===== config.mk =====
export PLATFORM = sky130hd
export DESIGN_NAME = odd_sample_buffer
export DESIGN_NICKNAME = d
export VERILOG_FILES = /design/src/rtl/odd_buf_pkg.sv /design/src/rtl/odd_buf_fifo_mem.sv /design/src/rtl/odd_sample_buffer.sv
export SDC_FILE = /design/constraint.sdc
export NUM_CORES = 1
export LEC_CHECK = 0
export BUFFER_PORTS_ARGS = -buffer_cell sky130_fd_sc_hd__buf_2
export CAP_MARGIN = 20
export CORE_AREA = 2 2 68 70
export CTS_BUF_LIST = sky130_fd_sc_hd__clkbuf_4 sky130_fd_sc_hd__clkbuf_8 sky130_fd_sc_hd__clkbuf_16
export CTS_CLUSTER_SIZE = 16
export DETAILED_ROUTE_END_ITERATION = 10
export DIE_AREA = 0 0 70 72
export GPL_TIMING_DRIVEN = 1
export PLACE_DENSITY = 0.75
export SLEW_MARGIN = 20
export SYNTH_ARGS = -nofsm -noshare
export SYNTH_HDL_FRONTEND = slang
export SYNTH_HIERARCHICAL = 1
export SYNTH_SLANG_ARGS = --single-unit

===== constraint.sdc =====
create_clock -name clk -period 4.9 [get_ports clk]
set_input_delay 0.98 -clock clk [delete_from_list [all_inputs] [get_ports clk]]
set_output_delay 0.98 -clock clk [all_outputs]
set_load 0.05 [all_outputs]

===== src/rtl/odd_buf_pkg.sv =====
// Shared constants for the odd-sample buffer slice.
//   DEF_WIDTH / DEF_DEPTH / DEF_CNT_W : default sample width, FIFO depth, error-counter width
//   ptr_w()                           : pointer width for a given depth
//   CNT_MAX                           : saturation value of the default-width error counter
package odd_buf_pkg;

    localparam int unsigned DEF_WIDTH = 7;
    localparam int unsigned DEF_DEPTH = 4;
    localparam int unsigned DEF_CNT_W = 8;

    localparam int unsigned CNT_MAX = (2 ** DEF_CNT_W) - 1;

    function automatic int unsigned ptr_w(input int unsigned depth);
        return $clog2(depth);
    endfunction

endpackage


===== src/rtl/odd_buf_fifo_mem.sv =====
// DEPTH x WIDTH register array backing the odd-sample FIFO.
//   clk   : rising-edge clock
//   we    : write enable
//   waddr : write address
//   wdata : write data
//   raddr : asynchronous read address
//   rdata : asynchronous read data
module odd_buf_fifo_mem #(
    parameter int unsigned WIDTH = 7,
    parameter int unsigned DEPTH = 4,
    parameter int unsigned AW    = 2
) (
    input  logic             clk,
    input  logic             we,
    input  logic [AW-1:0]    waddr,
    input  logic [WIDTH-1:0] wdata,
    input  logic [AW-1:0]    raddr,
    output logic [WIDTH-1:0] rdata
);

    logic [WIDTH-1:0] mem_q [DEPTH];

    // Storage is intentionally not reset; contents are only read when level>0.
    always_ff @(posedge clk) begin
        if (we) begin
            mem_q[waddr] <= wdata;
        end
    end

    assign rdata = mem_q[raddr];

endmodule


===== src/rtl/odd_sample_buffer.sv =====
// Checks samples from the odd-forcing stage and buffers odd ones in a
// first-word-fall-through FIFO with valid/ready output.
//   clk, reset_n        : clock, asynchronous active-low reset
//   in_valid, in_data   : upstream sample strobe and sample
//   out_ready           : downstream accepts the head entry
//   ovf_clr             : synchronous clear of the overflow flag
//   out_valid, out_data : FIFO not empty / head entry (0 when empty)
//   level               : number of stored entries, 0..DEPTH
//   err_cnt             : saturating count of even samples received
//   overflow            : sticky, an odd sample was dropped because FIFO was full
module odd_sample_buffer
    import odd_buf_pkg::*;
#(
    parameter int unsigned WIDTH = DEF_WIDTH,
    parameter int unsigned DEPTH = DEF_DEPTH,
    parameter int unsigned CNT_W = DEF_CNT_W
) (
    input  logic                    clk,
    input  logic                    reset_n,
    input  logic                    in_valid,
    input  logic [WIDTH-1:0]        in_data,
    input  logic                    out_ready,
    input  logic                    ovf_clr,
    output logic                    out_valid,
    output logic [WIDTH-1:0]        out_data,
    output logic [ptr_w(DEPTH):0]   level,
    output logic [CNT_W-1:0]        err_cnt,
    output logic                    overflow
);

    localparam int unsigned PW = ptr_w(DEPTH);
    localparam int unsigned LW = PW + 1;
    localparam logic [LW-1:0]    FULL_LVL = LW'(DEPTH);
    localparam logic [CNT_W-1:0] CNT_SAT  = '1;

    logic [PW-1:0]    wr_ptr_q, wr_ptr_d;
    logic [PW-1:0]    rd_ptr_q, rd_ptr_d;
    logic [LW-1:0]    level_q, level_d;
    logic [CNT_W-1:0] err_cnt_q, err_cnt_d;
    logic             ovf_q, ovf_d;

    logic             not_empty;
    logic             full;
    logic             is_even;
    logic             is_odd;
    logic             push;
    logic             pop;
    logic             ovf_event;
    logic [WIDTH-1:0] rdata;

    assign not_empty = (level_q != '0);
    assign full      = (level_q == FULL_LVL);
    assign is_even   = in_valid & ~in_data[0];
    assign is_odd    = in_valid &  in_data[0];
    assign pop       = not_empty & out_ready;
    // A pop in the same cycle frees the slot, so a full FIFO still accepts.
    assign push      = is_odd & (~full | pop);
    assign ovf_event = is_odd & full & ~pop;

    odd_buf_fifo_mem #(
        .WIDTH (WIDTH),
        .DEPTH (DEPTH),
        .AW    (PW)
    ) u_mem (
        .clk   (clk),
        .we    (push),
        .waddr (wr_ptr_q),
        .wdata (in_data),
        .raddr (rd_ptr_q),
        .rdata (rdata)
    );

    always_comb begin
        wr_ptr_d  = wr_ptr_q;
        rd_ptr_d  = rd_ptr_q;
        level_d   = level_q;
        err_cnt_d = err_cnt_q;
        ovf_d     = ovf_q;

        if (push) begin
            wr_ptr_d = wr_ptr_q + PW'(1);
        end
        if (pop) begin
            rd_ptr_d = rd_ptr_q + PW'(1);
        end
        if (push && !pop) begin
            level_d = level_q + LW'(1);
        end else if (pop && !push) begin
            level_d = level_q - LW'(1);
        end

        if (is_even && (err_cnt_q != CNT_SAT)) begin
            err_cnt_d = err_cnt_q + CNT_W'(1);
        end

        // Set has priority over clear.
        if (ovf_event) begin
            ovf_d = 1'b1;
        end else if (ovf_clr) begin
            ovf_d = 1'b0;
        end
    end

    always_ff @(posedge clk or negedge reset_n) begin
        if (!reset_n) begin
            wr_ptr_q  <= '0;
            rd_ptr_q  <= '0;
            level_q   <= '0;
            err_cnt_q <= '0;
            ovf_q     <= 1'b0;
        end else begin
            wr_ptr_q  <= wr_ptr_d;
            rd_ptr_q  <= rd_ptr_d;
            level_q   <= level_d;
            err_cnt_q <= err_cnt_d;
            ovf_q     <= ovf_d;
        end
    end

    assign out_valid = not_empty;
    assign out_data  = not_empty ? rdata : '0;
    assign level     = level_q;
    assign err_cnt   = err_cnt_q;
    assign overflow  = ovf_q;

endmodule


Word-level counts from Yosys, hierarchy flattened --
Memories as Yosys holds them, arrays and structs flattened. Index checks and enable logic that the tools add are counted.
Operators by class: $add $sub $neg 5, equal/unequal tests 2, multiplexer cells 7, bitwise logic cells 10, reduce and logical (&&, ||, !) cells 8
Operator list (number):
- $add A8 B1 Y8 const B | 1
- $ne A8 B8 Y1 const B | 1
- $mux W7 | 1
- $and A1 B1 Y1 | 6
- $mux W3 | 2
- $add A2 B1 Y2 const B | 2
- $mux W1 | 4
- $reduce_bool A2 Y1 | 2
- $add A3 B1 Y3 const B | 1
- $eq A3 B3 Y1 const B | 1
- $logic_and A1 B1 Y1 | 3
- $not A1 Y1 | 3
- $reduce_bool A3 Y1 | 1
- $sub A3 B1 Y3 const B | 1
- $logic_not A1 Y1 | 2
- $or A1 B1 Y1 | 1
Word-level totals: register bits 16, RAM bits 28, output and inout port bits 20, memories 1
Memory list:
- u_mem.mem_q | words 4, bits a word 7, read ports 1, clocked after Yosys merged registers in 0, wr ports 1, line odd_buf_fifo_mem.sv:21 | logic [WIDTH-1:0] mem_q [DEPTH];

Logic depth before layout (Yosys ltp) --
depth in word-level cells 8, gate-level depth with buffers 9

Hierarchy --
The synthesis kept the hierarchy.
By module, submodules not included:
- odd_buf_fifo_mem | times used 1, cells an instance 41, area each 1044.8 µm², seq. area each 840.8 µm²
- odd_sample_buffer | times used 1, cells an instance 73, area each 813.3 µm², seq. area each 400.4 µm²

Worst setup path after synthesis --
No wires, ideal clock.
kind register to output, from reg level_q[0], in the netlist level[0], to out out_data[0], arrival time 1.650 ns, data required time 3.920 ns, setup slack 2.270 ns, stages on the path, launching flop included 4, path through dfrtp_1 -> or3_1 -> buf_2 -> and2_1
Between the ends: longest elaborated chain between the ends 2
Ends and longest elaborated chain:
- start: declaration | line odd_sample_buffer.sv:38 | logic [LW-1:0] level_q, level_d;
- start signal: assignment | line odd_sample_buffer.sv:114 | level_q <= level_d;
- $reduce_bool A3 Y1 | line odd_sample_buffer.sv:51 | assign not_empty = (level_q != '0);
- named net out_valid | line odd_sample_buffer.sv:24 | output logic out_valid,
- $mux W7 | line odd_sample_buffer.sv:121 | assign out_data = not_empty ? rdata : '0;
- end: declaration | line odd_sample_buffer.sv:25 | output logic [WIDTH-1:0] out_data,
The timed path passes the listed nets, and every way through them passes these cells.

Final worst setup path --
from reg rd_ptr_q[0], to out out_data[0]
Between the ends: longest elaborated chain between the ends 2
Ends and longest elaborated chain:
- start: declaration | line odd_sample_buffer.sv:37 | logic [PW-1:0] rd_ptr_q, rd_ptr_d;
- start signal: assignment | line odd_sample_buffer.sv:113 | rd_ptr_q <= rd_ptr_d;
- $mem_v2 Z4 W7
- named net rdata[0] | line odd_sample_buffer.sv:49 | logic [WIDTH-1:0] rdata;
- $mux W7 | line odd_sample_buffer.sv:121
The timed path passes the listed nets, and every way through them passes these cells.

==> impl_metrics.py <==
metrics = {
    "power": {
        "pwr-share-comb_pct": 43.8,
        "power.switching_uw": 640.0,
        "p_clk_share_pct": 15.2,
        "swShare_pct": 44.81,
        "power.density_nw_per_um2": 664.0,
        "p_int_uw": 788.2,
        "peakVddDrop_v": 0.0004796,
        "sequentialPowerShare_pct": 41.1,
        "p_leak_nw": 0.8438,
    },
    "die": {
        "ios": 32,
        "dieArea_um2": 5040,
        "die_h_um": 72,
        "core_area_um2": 4264,
        "row_count": 24,
        "start_util_pct": 43.57,
        "die_x_um": 70,
    },
    "critical_path": {
        "path_buf_inv": 1,
        "critPathKind": "reg2out",
        "critical_path.max_stage_delay_ns": 0.69,
        "cp.required_ns": 3.92,
        "cp.arrival_ns": 1.90,
        "critical-path-top-delay-family": "flip-flops",
        "cp-end-kind": "output pin",
        "critPathMaxFanout": 9,
        "crit_chain": "mux4_2, and2_1, buf_2",
        "critPathLaunchType": "register",
        "cp_slowest_cell": "dfrtp_1",
    },
    "cts": {
        "clkTransAtPathRegs_ns": 0.08,
        "cts_root_buffer": "clkbuf_8",
        "numCtsBuffers": 5,
        "cts_sinks": 44,
        "cts_tree": "yes",
        "h-tree-depth": 2,
        "clock_latency_ns": 0.29,
        "post_cts_buffers": 0,
        "cts_buffer_depth": 2,
        "ctsHoldBuffers": 0,
        "ctsResizeCount": 0,
    },
    "sta": {
        "finalMaxSlewViolations": 0,
        "final.min_clock_period_ns": 2.879,
        "fin_tns_setup_ns": 0,
        "grt_setup_unrepaired": "no",
        "final.period_utilization_pct": 58.76,
        "tightest_slew_ns": 0.5620,
        "finalHoldViolations": 0,
        "setup_violations": 0,
        "final.setup.worst_slack_ns": 2.021,
        "max_freq_mhz": 347.3,
        "skew_ns": 0.004741,
        "slew_headroom_pct": 62.37,
    },
    "drt": {
        "drt-initial-drc-count": 125,
        "via_count": 1048,
        "routedWlPerCell_um": 15.46,
        "via_per_inst": 5.188,
        "firstDrtPassIters": 4,
        "drt_wl_total_um": 3122,
        "ant_nets": 0,
        "drc": 0,
    },
    "layout": {
        "area_growth_pct": 15.76,
        "nNetsFinal": 164,
        "antenna_cells": 0,
        "drive_gt1_share_pct": 35.33,
    },
    "placement": {
        "io_buffer_count": 31,
        "place_congestion": 0.7730,
        "place_hpwl_um": 2257,
        "dp_slack_ns": 1.992,
    },
    "grt": {
        "grt-ovfl-total": 0,
        "grt_pass1_wl_um": 5361,
        "antenna_found_initial": 0,
        "grt_use_total_pct": 13.97,
        "grt_pass1_vias": 1073,
        "grt_max_degree": 17,
    },
    "yosys": {
        "ys_async_sr_fraction_pct": 36.36,
        "synth_area_um2": 1858,
        "synth.area.top_cells": "edfxtp_1, dfrtp_1, mux4_2, xnor2_1, and2_1",
        "synthFlopType": "edfxtp_1",
        "synth_nets": 129,
        "ys_ff_latch": 44,
        "synth.most_common_cell": "edfxtp_1",
        "ys_seq_area_share_pct": 66.80,
        "syn_avg_cell_area_um2": 16.30,
        "yosys.area.top_type": "edfxtp_1",
        "synth_top_area_share_pct": 45.25,
        "synthTopCellsByCount": "edfxtp_1, dfrtp_1, and2_1, mux4_2",
        "synth_cell_type_count": 32,
        "yosys_warnings": 6,
        "synth_edf_count": 28,
        "netlist_instances": 114,
    },
    "run": {
        "drv_cap": 0,
    },
    "outcome": {
        "outcome": "complete, no violations",
    },
    "hold_path": {
        "hp-class": "reg2reg",
    },
}
registers in the layout, indices dropped and copies added (netlist names):
register     cells
wr_ptr_q         2
level            3
u_mem/mem_q     28
overflow         1
err_cnt          8
rd_ptr_q         2
final cells by class:
| type | instances | area (µm²) |
|---|---|---|
| Clock buffer | 6 | 76.32 |
| Inverter | 2 | 7.507 |
| Tap cell | 52 | 65.06 |
| Timing Repair Buffer | 31 | 155.1 |
| Clock inverter | 2 | 11.26 |
| Multi-Input combinational cell | 65 | 594.3 |
| Sequential cell | 44 | 1241 |
| Fill cell | 388 | 2113 |
worst paths after layout:
check,start,end,slack (ns),cells past startpoint
hold reg to reg,level[2]$_DFFE_PN0P_,level[2]$_DFFE_PN0P_,0.51,1
hold / removal,level[2]$_DFFE_PN0P_,level[2]$_DFFE_PN0P_,0.51,1
setup reg to reg,level[0]$_DFFE_PN0P_,level[2]$_DFFE_PN0P_,2.62,8
setup / recovery,rd_ptr_q[0]$_DFFE_PN0N_,out_data[0],2.02,3
min in group asynchronous,reset_n,overflow$_DFFE_PN0P_,0.59,1
max in group asynchronous,reset_n,err_cnt[4]$_DFFE_PN0P_,4.04,1
cell families (layout without fill, tap and decap cells):
logic type / after synthesis / count (layout) / share of synthesized area [%]
muxes: 12 / 12 / 11.65
adders and majority gates: 3 / 3 / 2.424
DFF: 44 / 44 / 66.80
buffers and inverters: 5 / 41 / 1.481
xor gates and xnor gates: 9 / 9 / 4.243
AOI/OAI and AO/OA: 4 / 4 / 1.212
and+or+nand+nor: 37 / 37 / 12.19
power groups by stage:
stage,combinational [mW],sequential [mW],clock [mW]
6_report,0.625,0.587,0.217
5_1_grt,0.668,0.605,0.243
4_1_cts,0.632,0.588,0.225
3_5_place_dp,0.630,0.595,0
3_3_place_gp,0.620,0.586,0
2_1_floorplan,0.400,0.687,0
metal layers:
layer	vias to the layer above	routed length, µm	track usage (%)
li1	495	-	-
met1	511	1267	17.34
met2	40	1608	23.92
met3	2	227	4.861
met4	0	19	3.205
met5	-	0	0
worst register-to-register path, cell delays in order (launching register included):
cell and delay (ns):
dfrtp_1 0.44, or3_1 0.53, nand2_1 0.18, ha_1 0.20, inv_1 0.06, fa_1 0.38
xor2_1 0.15, nor2_1 0.12, xor2_1 0.15
cell usage in the layout, fill, tap and decap left out, types with 2 or more instances in the layout:
cell type   n
nand4_1     3
a21oi_1     2
mux4_2      7
nand2_1     6
nand3_1     4
buf_2      31
xor2_1      3
clkbuf_8    5
nor2_1      5
edfxtp_1   28
and3b_1     2
xnor2_1     6
mux2_2      3
and3_1      2
inv_1       2
dfrtp_1    16
and2_1      7
ha_1        2
metrics by stage:
step / utilization (%) / cell area (µm²) / hold slack [ns] / std cells / power (mW)
global route: 50.44 / 2151 / 0.5338 / 202 / 1.516
global placement: 48.27 / 2058 / 0.4946 / 194 / 1.206
finish: 50.44 / 2151 / 0.5133 / 202 / 1.428
detailed placement: 48.27 / 2058 / 0.4982 / 194 / 1.225
floorplan: - / 1858 / 0.4436 / 114 / 1.088
CTS: 50.32 / 2146 / 0.5136 / 202 / 1.445
Note: power is estimated with default switching activity, not from simulation.
